==> src/rtl/data_mem_responder_if.sv <==
// Data-memory request/response bundle between the datapath and its RAM.
// The master drives requests; the slave answers with ready/stall/err/rdata.
interface data_mem_responder_if #(
  parameter int DATA_W = 16
);
  logic              mem_read;
  logic              mem_write;
  logic [15:0]       addr;
  logic [DATA_W-1:0] wdata;
  logic [DATA_W-1:0] rdata;
  logic              ready;
  logic              stall;
  logic              err;

  modport master (
    output mem_read, mem_write, addr, wdata,
    input  rdata, ready, stall, err
  );

  modport slave (
    input  mem_read, mem_write, addr, wdata,
    output rdata, ready, stall, err
  );
endinterface

==> src/rtl/data_mem_responder.sv <==
// Word-addressed synchronous data RAM with fixed-latency ready/stall handshake.
// Optional bounds checking is enabled by defining DMEM_BOUNDS_CHECK_EN.
module data_mem_responder #(
  parameter int DATA_W      = 16,
  parameter int ADDR_W      = 8,
  parameter int WAIT_CYCLES = 2
) (
  input logic                 clk,
  input logic                 reset,
  data_mem_responder_if.slave bus
);

  typedef enum logic [1:0] {
    S_IDLE,
    S_WAIT,
    S_RESP
  } state_t;

  localparam logic [3:0] WAIT_INIT = 4'(WAIT_CYCLES);
  localparam logic [DATA_W-1:0] OOB_DATA = DATA_W'(16'hDEAD);

  logic [DATA_W-1:0] mem [2**ADDR_W];

  state_t            state_q, state_d;
  logic [3:0]        cnt_q, cnt_d;
  logic              wr_q;
  logic [ADDR_W-1:0] idx_q;
  logic [DATA_W-1:0] wdata_q;
  logic              oob_q;

  logic [DATA_W-1:0] rdata_q;
  logic              ready_q;
  logic              err_q;

  logic              req;
  logic              oob_in;
  logic [ADDR_W-1:0] idx_in;

  logic              stall_c;
  logic              latch;
  logic              commit;
  logic              c_wr;
  logic [ADDR_W-1:0] c_idx;
  logic [DATA_W-1:0] c_wdata;
  logic              c_oob;

  assign req    = bus.mem_read | bus.mem_write;
  assign idx_in = bus.addr[ADDR_W:1];

`ifdef DMEM_BOUNDS_CHECK_EN
  assign oob_in = (bus.addr >> (ADDR_W + 1)) != 16'd0;
  logic unused_addr;
  assign unused_addr = bus.addr[0];
`else
  assign oob_in = 1'b0;
  logic unused_addr;
  assign unused_addr = ^{bus.addr >> (ADDR_W + 1), bus.addr[0]};
`endif

  // With zero wait states the commit edge is the accept edge,
  // so the live inputs are used instead of the latched copy.
  always_comb begin
    state_d = state_q;
    cnt_d   = cnt_q;
    stall_c = 1'b0;
    latch   = 1'b0;
    commit  = 1'b0;
    c_wr    = wr_q;
    c_idx   = idx_q;
    c_wdata = wdata_q;
    c_oob   = oob_q;
    unique case (state_q)
      S_IDLE: begin
        if (req) begin
          stall_c = 1'b1;
          latch   = 1'b1;
          cnt_d   = WAIT_INIT;
          if (WAIT_CYCLES == 0) begin
            state_d = S_RESP;
            commit  = 1'b1;
            c_wr    = bus.mem_write;
            c_idx   = idx_in;
            c_wdata = bus.wdata;
            c_oob   = oob_in;
          end else begin
            state_d = S_WAIT;
          end
        end
      end
      S_WAIT: begin
        stall_c = 1'b1;
        cnt_d   = 4'(cnt_q - 4'd1);
        if (cnt_q == 4'd1) begin
          state_d = S_RESP;
          commit  = 1'b1;
        end
      end
      S_RESP: begin
        state_d = S_IDLE;
      end
      default: begin
        state_d = S_IDLE;
      end
    endcase
  end

  always_ff @(posedge clk) begin
    if (reset) begin
      state_q <= S_IDLE;
      cnt_q   <= 4'd0;
      wr_q    <= 1'b0;
      idx_q   <= '0;
      wdata_q <= '0;
      oob_q   <= 1'b0;
      rdata_q <= '0;
      ready_q <= 1'b0;
      err_q   <= 1'b0;
    end else begin
      state_q <= state_d;
      cnt_q   <= cnt_d;
      ready_q <= commit;
      err_q   <= commit & c_oob;
      if (latch) begin
        wr_q    <= bus.mem_write;
        idx_q   <= idx_in;
        wdata_q <= bus.wdata;
        oob_q   <= oob_in;
      end
      if (commit && !c_wr) begin
        rdata_q <= c_oob ? OOB_DATA : mem[c_idx];
      end
    end
  end

  always_ff @(posedge clk) begin
    if (!reset && commit && c_wr && !c_oob) begin
      mem[c_idx] <= c_wdata;
    end
  end

  assign bus.rdata = rdata_q;
  assign bus.ready = ready_q;
  assign bus.err   = err_q;
  assign bus.stall = stall_c;

endmodule

==> src/flat_wrapper.sv <==
// flat-port wrapper written by rule: the top's interface ports become plain ports
module data_mem_responder_flat 
#(
  parameter int DATA_W      = 16,
  parameter int ADDR_W      = 8,
  parameter int WAIT_CYCLES = 2
)
  (clk, reset, bus_mem_read, bus_mem_write, bus_addr, bus_wdata, bus_rdata, bus_ready, bus_stall, bus_err);
  data_mem_responder_if #(.DATA_W(DATA_W)) bus_i ();
  input logic clk;
  input logic reset;
  input wire logic [$bits(bus_i.mem_read)-1:0] bus_mem_read;
  input wire logic [$bits(bus_i.mem_write)-1:0] bus_mem_write;
  input wire logic [$bits(bus_i.addr)-1:0] bus_addr;
  input wire logic [$bits(bus_i.wdata)-1:0] bus_wdata;
  output wire logic [$bits(bus_i.rdata)-1:0] bus_rdata;
  output wire logic [$bits(bus_i.ready)-1:0] bus_ready;
  output wire logic [$bits(bus_i.stall)-1:0] bus_stall;
  output wire logic [$bits(bus_i.err)-1:0] bus_err;
  assign bus_i.mem_read = bus_mem_read;
  assign bus_i.mem_write = bus_mem_write;
  assign bus_i.addr = bus_addr;
  assign bus_i.wdata = bus_wdata;
  assign bus_rdata = bus_i.rdata;
  assign bus_ready = bus_i.ready;
  assign bus_stall = bus_i.stall;
  assign bus_err = bus_i.err;
  data_mem_responder #(.DATA_W(DATA_W), .ADDR_W(ADDR_W), .WAIT_CYCLES(WAIT_CYCLES)) u_core (.clk(clk), .reset(reset), .bus(bus_i));
endmodule
==> config.mk <==
export PLATFORM = sky130hd
export DESIGN_NAME = data_mem_responder_flat
export DESIGN_NICKNAME = d
export VERILOG_FILES = /design/src/rtl/data_mem_responder_if.sv /design/src/rtl/data_mem_responder.sv /design/src/flat_wrapper.sv
export SDC_FILE = /design/constraint.sdc
export NUM_CORES = 2
export LEC_CHECK = 0
export BUFFER_PORTS_ARGS = -buffer_cell sky130_fd_sc_hd__buf_2
export CAP_MARGIN = 20
export CORE_MARGIN = 5
export CORE_UTILIZATION = 63
export DETAILED_ROUTE_END_ITERATION = 16
export HOLD_SLACK_MARGIN = 0.05
export PLACE_DENSITY = 0.79
export SYNTH_ARGS = -nofsm -noshare
export SYNTH_HDL_FRONTEND = slang
export SYNTH_SLANG_ARGS = --single-unit
==> constraint.sdc <==
create_clock -name clk -period 5.5 [get_ports clk]
set_clock_uncertainty 0.15 [all_clocks]
set_input_delay 1.1 -clock clk [delete_from_list [all_inputs] [get_ports clk]]
set_output_delay 1.1 -clock clk [all_outputs]
set_load 0.01 [all_outputs]
Yosys cells after proc, flatten, opt, wreduce, memory -nomap -nowiden --
Memory sizes are Yosys's and may differ from the RTL's. A register that Yosys moved wholly into a read port is not among the register bits. Index checks and enable logic that the tools add are counted.
Storage, ports and cells: RAM bits 4096, output and inout bits 19, bits in registers 32, memories kept 1, input bits 36
Cells by class: $add $sub $neg 1, reductions and logical operators 9, bitwise gates (word level) 1, multiplexer cells 12, equal/unequal tests 4
Memories:
- u_core.mem | words 256, bits a word 16, rd ports 1, clocked after Yosys merged registers in 1, write ports 1, RTL line data_mem_responder.sv:22 | logic [DATA_W-1:0] mem [2**ADDR_W];
Operators with widths (count):
- one-hot mux 4 bit (2 select lines) | 1
- 2-to-1 mux 1 bit | 6
- == test 4 x 1 -> 1 bit (second input constant) | 1
- 2-to-1 mux 2 bit | 2
- 2-to-1 mux 4 bit | 1
- != test 2 x 1 -> 1 bit (second input constant) | 2
- one-hot mux 2 bit (2 select lines) | 1
- AND reduction 2 bit | 2
- subtractor 4 x 1 -> 4 bit (second input constant) | 1
- logical AND 1 bit | 3
- == test 2 x 1 -> 1 bit (second input constant) | 1
- zero test 1 bit | 2
- zero test 2 bit | 1
- one-hot mux 1 bit (2 select lines) | 1
- nonzero test 2 bit | 1
- bitwise OR 1 bit | 1

Logic depth before layout (Yosys ltp) --
depth after elaboration 7, depth in mapped cells 13, depth with buffers taken out 8

Worst setup path after synthesis --
Ideal clock, no wire load.
kind reg2reg, start point register u_core.wdata_q[0], in the netlist u_core.c_wdata[0], end point memory u_core.mem[0][0], data pin, setup time 0.856 ns, data required time 4.494 ns, period minus slack after synthesis 4.403 ns, arrival time 3.397 ns, cell stages (with the launch flop) 1, path buffers 0, slack 1.097 ns, cells stage by stage dfxtp_1
RTL lines:
- start: declaration | RTL line data_mem_responder.sv:28 | logic [DATA_W-1:0] wdata_q;
- start signal: assignment | RTL line data_mem_responder.sv:126 | wdata_q <= bus.wdata;
- end: declaration | RTL line data_mem_responder.sv:22
No word-level cell before the write port.

==> summary.md <==
| Metric | Value |
|---|---|
| DP Area | `about 170000 um^2` |
| DR DRC count | `0` |
| Die area | `approximately 260000 um^2` |
| Hold Slack | `0.168 ns` |
| Max VDD drop | `around 360 uV` |
| # IOs | `55` |
| Worst stage delay on the critical path | `between 1 and 1.5 ns` |
| Initial DRC Count | `~14000` |
| Number of enable flip-flop cells after synthesis | `roughly 4100` |
| Vias in the first global route | `a little over 80000` |
| Cell Area, Synth | `~160000 um^2` |
| Max-cap violations | `0` |
| Clock Sink Count | `4144` |
| Tightest Pin Transition | `approximately 1.3 ns` |
| Area of the multi-input gates | `about 33000 um^2` |
| Pwr Density | `between 300 and 400 nW/um^2` |
| Setup CP Type | `reg -> reg` |
| FF/Latch Area | `between 100000 and 150000 um^2` |
| CTS root buf | `clkbuf_16` |
| Antenna violations before repair | `28` |
| Hold Vio Cnt, Final | `0` |
| Total congestion overflow | `0` |
| CTS max path bufs | `4` |
| Critical path peak fanout | `55` |
| Fmax achieved | `0.206 GHz` |
| Synth unique cells | `64` |
| Final wirelength | `~440 mm` |
| Asr flop ratio synth | `0%` |
| Crit. End Element | `flip-flop` |
| Synth area leaders | `edfxtp_1 77%, mux4_2 14%, mux2i_1 1.6%, nor2_1 0.72%, nand2_1 0.64%` |
| Met2 Use GR | `between 50% and 60%` |
| Layout cell share with drive strength beyond 1 | `27.7%` |
| First-pass GRT wire length | `618 mm` |
| Drt wl/cell | `~38 um` |
| CTS Buf Count | `approximately 400` |
| Final ANT Viol Nets | `0` |
| Minimum clock period | `approximately 4.9 ns` |
| Worst path cell trace | `buf_12 > mux4_2 > nand2_1 > a32oi_1 > nand2_1 > a21oi_1 > nand3_1 > a41oi_1` |
| Resized cells post-CTS | `0` |
| Row count | `184` |
| Synthesized Nets | `about 7200` |
| Crit-path most repeated cell | `nand2_1` |
| Synth warnings | `0` |
| GRT met1 Usage | `between 40% and 50%` |
| P&R area growth vs syn | `12.2%` |
| Final instance area | `approximately 180000 um^2` |
| Startpoint types | `flip-flop` |
| Clock transition at path regs | `~0.070 ns` |
| Hold buffers post-CTS | `0` |
| Grt peak-use layer | `met2` |
| Via count | `around 83000` |
| Critical-path top delay cell | `dfxtp_4` |
| Post-Route Setup TNS | `0 ns` |
| Class of the worst hold path | `in -> reg` |
| Fill count | `about 13000` |
| Grt met3 use | `approximately 10%` |
| Req. time, crit path | `6.25 ns` |
| DR vias/cell | `between 7 and 8` |
| Period utilisation layout | `roughly 88%` |
| Most instantiated library cell after synthesis | `edfxtp_1` |
| Top cell type's share of synthesized area | `around 77%` |
| Leak | `54.9 nW` |
| Die width | `slightly above 500 um` |
| Worst path arrival time | `5.61 ns` |
| CTS tree | `built` |
| Maximum number of pins on one net before global-route repair | `approximately 230` |
| Area leader, netlist | `edfxtp_1` |
| Mean Syn Cell Area | `roughly 22 um^2` |
| DP Wirelength | `roughly 240 mm` |
| Drt pass-1 iters | `14` |
| H-tree depth | `5` |
| Initial core utilization | `a little over three fifths` |
| Core ar. | `between 200000 and 300000 um^2` |
| Outcome | `finished, final reports clean` |
| Worst-Skew Late Latency | `around 1 ns` |
| Final Setup Violations | `0` |
| Register area share after synthesis | `approximately four fifths` |
| Fin nets | `~7700` |
| Max Transition Viols Final | `0` |
| Worst relative slew slack | `between 10% and 20%` |
| PortBufs | `45` |
| Syn Inst Count | `7167` |
| Die height | `just over 500 um` |
| Gpl congestion | `0.904` |
| Post-CTS Setup Bufs | `0` |
| GRT Overall Usage | `between 30% and 40%` |
| FF+latch count, synth | `approximately 4100` |
| Top cells by count, synth | `4096 x edfxtp_1, 1013 x mux4_2, 303 x nor2_1` |
| Synth Flop Type | `edfxtp_1` |
| RSZ-0062 raised after global routing | `no` |
## kinds of logic after synthesis
group / synth area share (%)
DFF: 78.0
muxes: 16.1
and+or+nand+nor: 2.16
AOI/OAI and AO/OA: 2.18
buffers and inverters: 1.50
adders and majority gates: 0.0157
other: 0.00236
xor gates and xnor gates: 0.00551
## registers in the layout (all words and copies together) (netlist names)
name,count
u_core.state_q,2
u_core.mem,4096
u_core.bus.ready,1
u_core.c_wdata,16
u_core.cnt_q,4
u_core.c_idx,8
u_core.c_wr,1
u_core.bus.rdata,16
## through the flow
stage / std cells / total power (W) / worst slack, ns / util, %
final: 11400 / 0.0659 / 0.640 / 71.0
after global routing: 11300 / 0.0676 / 0.659 / 70.9
after CTS: 11300 / 0.0658 / 0.788 / 70.9
after detailed placement: 10600 / 0.0396 / 0.938 / 66.0
after global placement: 10600 / 0.0394 / 1.01 / 65.9
after floorplan: 7167 / 0.0382 / 1.10 / -
## power by group
| part | internal (W) | leakage, nW | switching (W) | total (W) |
|---|---|---|---|---|
| clock network | 0.0153 | 6.13 | 0.0115 | 0.0268 |
| registers | 0.0349 | 36.9 | 0.000254 | 0.0352 |
| logic | 0.00138 | 11.9 | 0.00255 | 0.00393 |
| total | 0.0516 | 54.9 | 0.0143 | 0.0659 |
## placed cells by master, fill, tap and decap left out, types with 16 or more instances in the layout
cell       netlist  layout
a21oi_1         77      77
clkbuf_16        0     408
mux2_2          21      21
buf_4          110     441
nand2_2          0      16
dfxtp_4          0      21
nand3_1         82      82
o22a_1          24      24
o221ai_1        20      20
mux2i_1        258     258
clkinv_1         0      80
dfxtp_1         48      25
buf_2          152      45
diode_2          0      21
o22ai_1         73      73
nand2_1        273     257
clkinv_2         0      67
nor2_2           0      36
nand4_1         25      25
a32oi_1         51      51
o21ai_0         44      44
clkbuf_1       125      92
a31oi_1         20      20
bufinv_16        0      35
buf_12           0      52
edfxtp_1      4096    4096
nor2_1         303     266
nor3_1          31      29
a22oi_1         95      95
mux4_2        1013    1013
## cell type report
type / instances / area share, %
tap: 3348 / 2.35
multi-input combinational: 2584 / 18.4
sequential: 4144 / 69.6
clock buffer: 508 / 5.98
inverter: 14 / 0.0351
clock inverter: 201 / 1.04
timing repair buffer: 539 / 2.58
antenna: 21 / 0.0295
## final timing paths
path	start	to	slack [ns]	depth (start not counted)
setup / recovery	u_core.c_idx[0]$_SDFFE_PP0P_	u_core.bus.rdata[11]$_SDFFE_PP0P_	0.64	8
hold / removal	bus_addr[2]	u_core.c_idx[1]$_SDFFE_PP0P_	0.17	3
setup reg to reg	u_core.c_idx[0]$_SDFFE_PP0P_	u_core.bus.rdata[11]$_SDFFE_PP0P_	0.64	8
hold reg to reg	u_core.cnt_q[1]$_SDFFE_PP0P_	u_core.cnt_q[1]$_SDFFE_PP0P_	0.41	2
## metal layers
metal  part of all wire (%)  vias up
li1                       -    31300
met1                     32    42900
met2                     47     7818
met3                     14     1398
met4                    6.6       12
met5                  0.030        -
## critical path: cells and delay by family, from the launching register on
kind                   cells  cell delay [ns]
muxes                      1             0.33
AOI/OAI and AO/OA          3             1.62
and+or+nand+nor            3             0.99
buffers and inverters      1             0.49
DFF                        1             1.11
No activity file was read; power rests on OpenSTA's default activity.
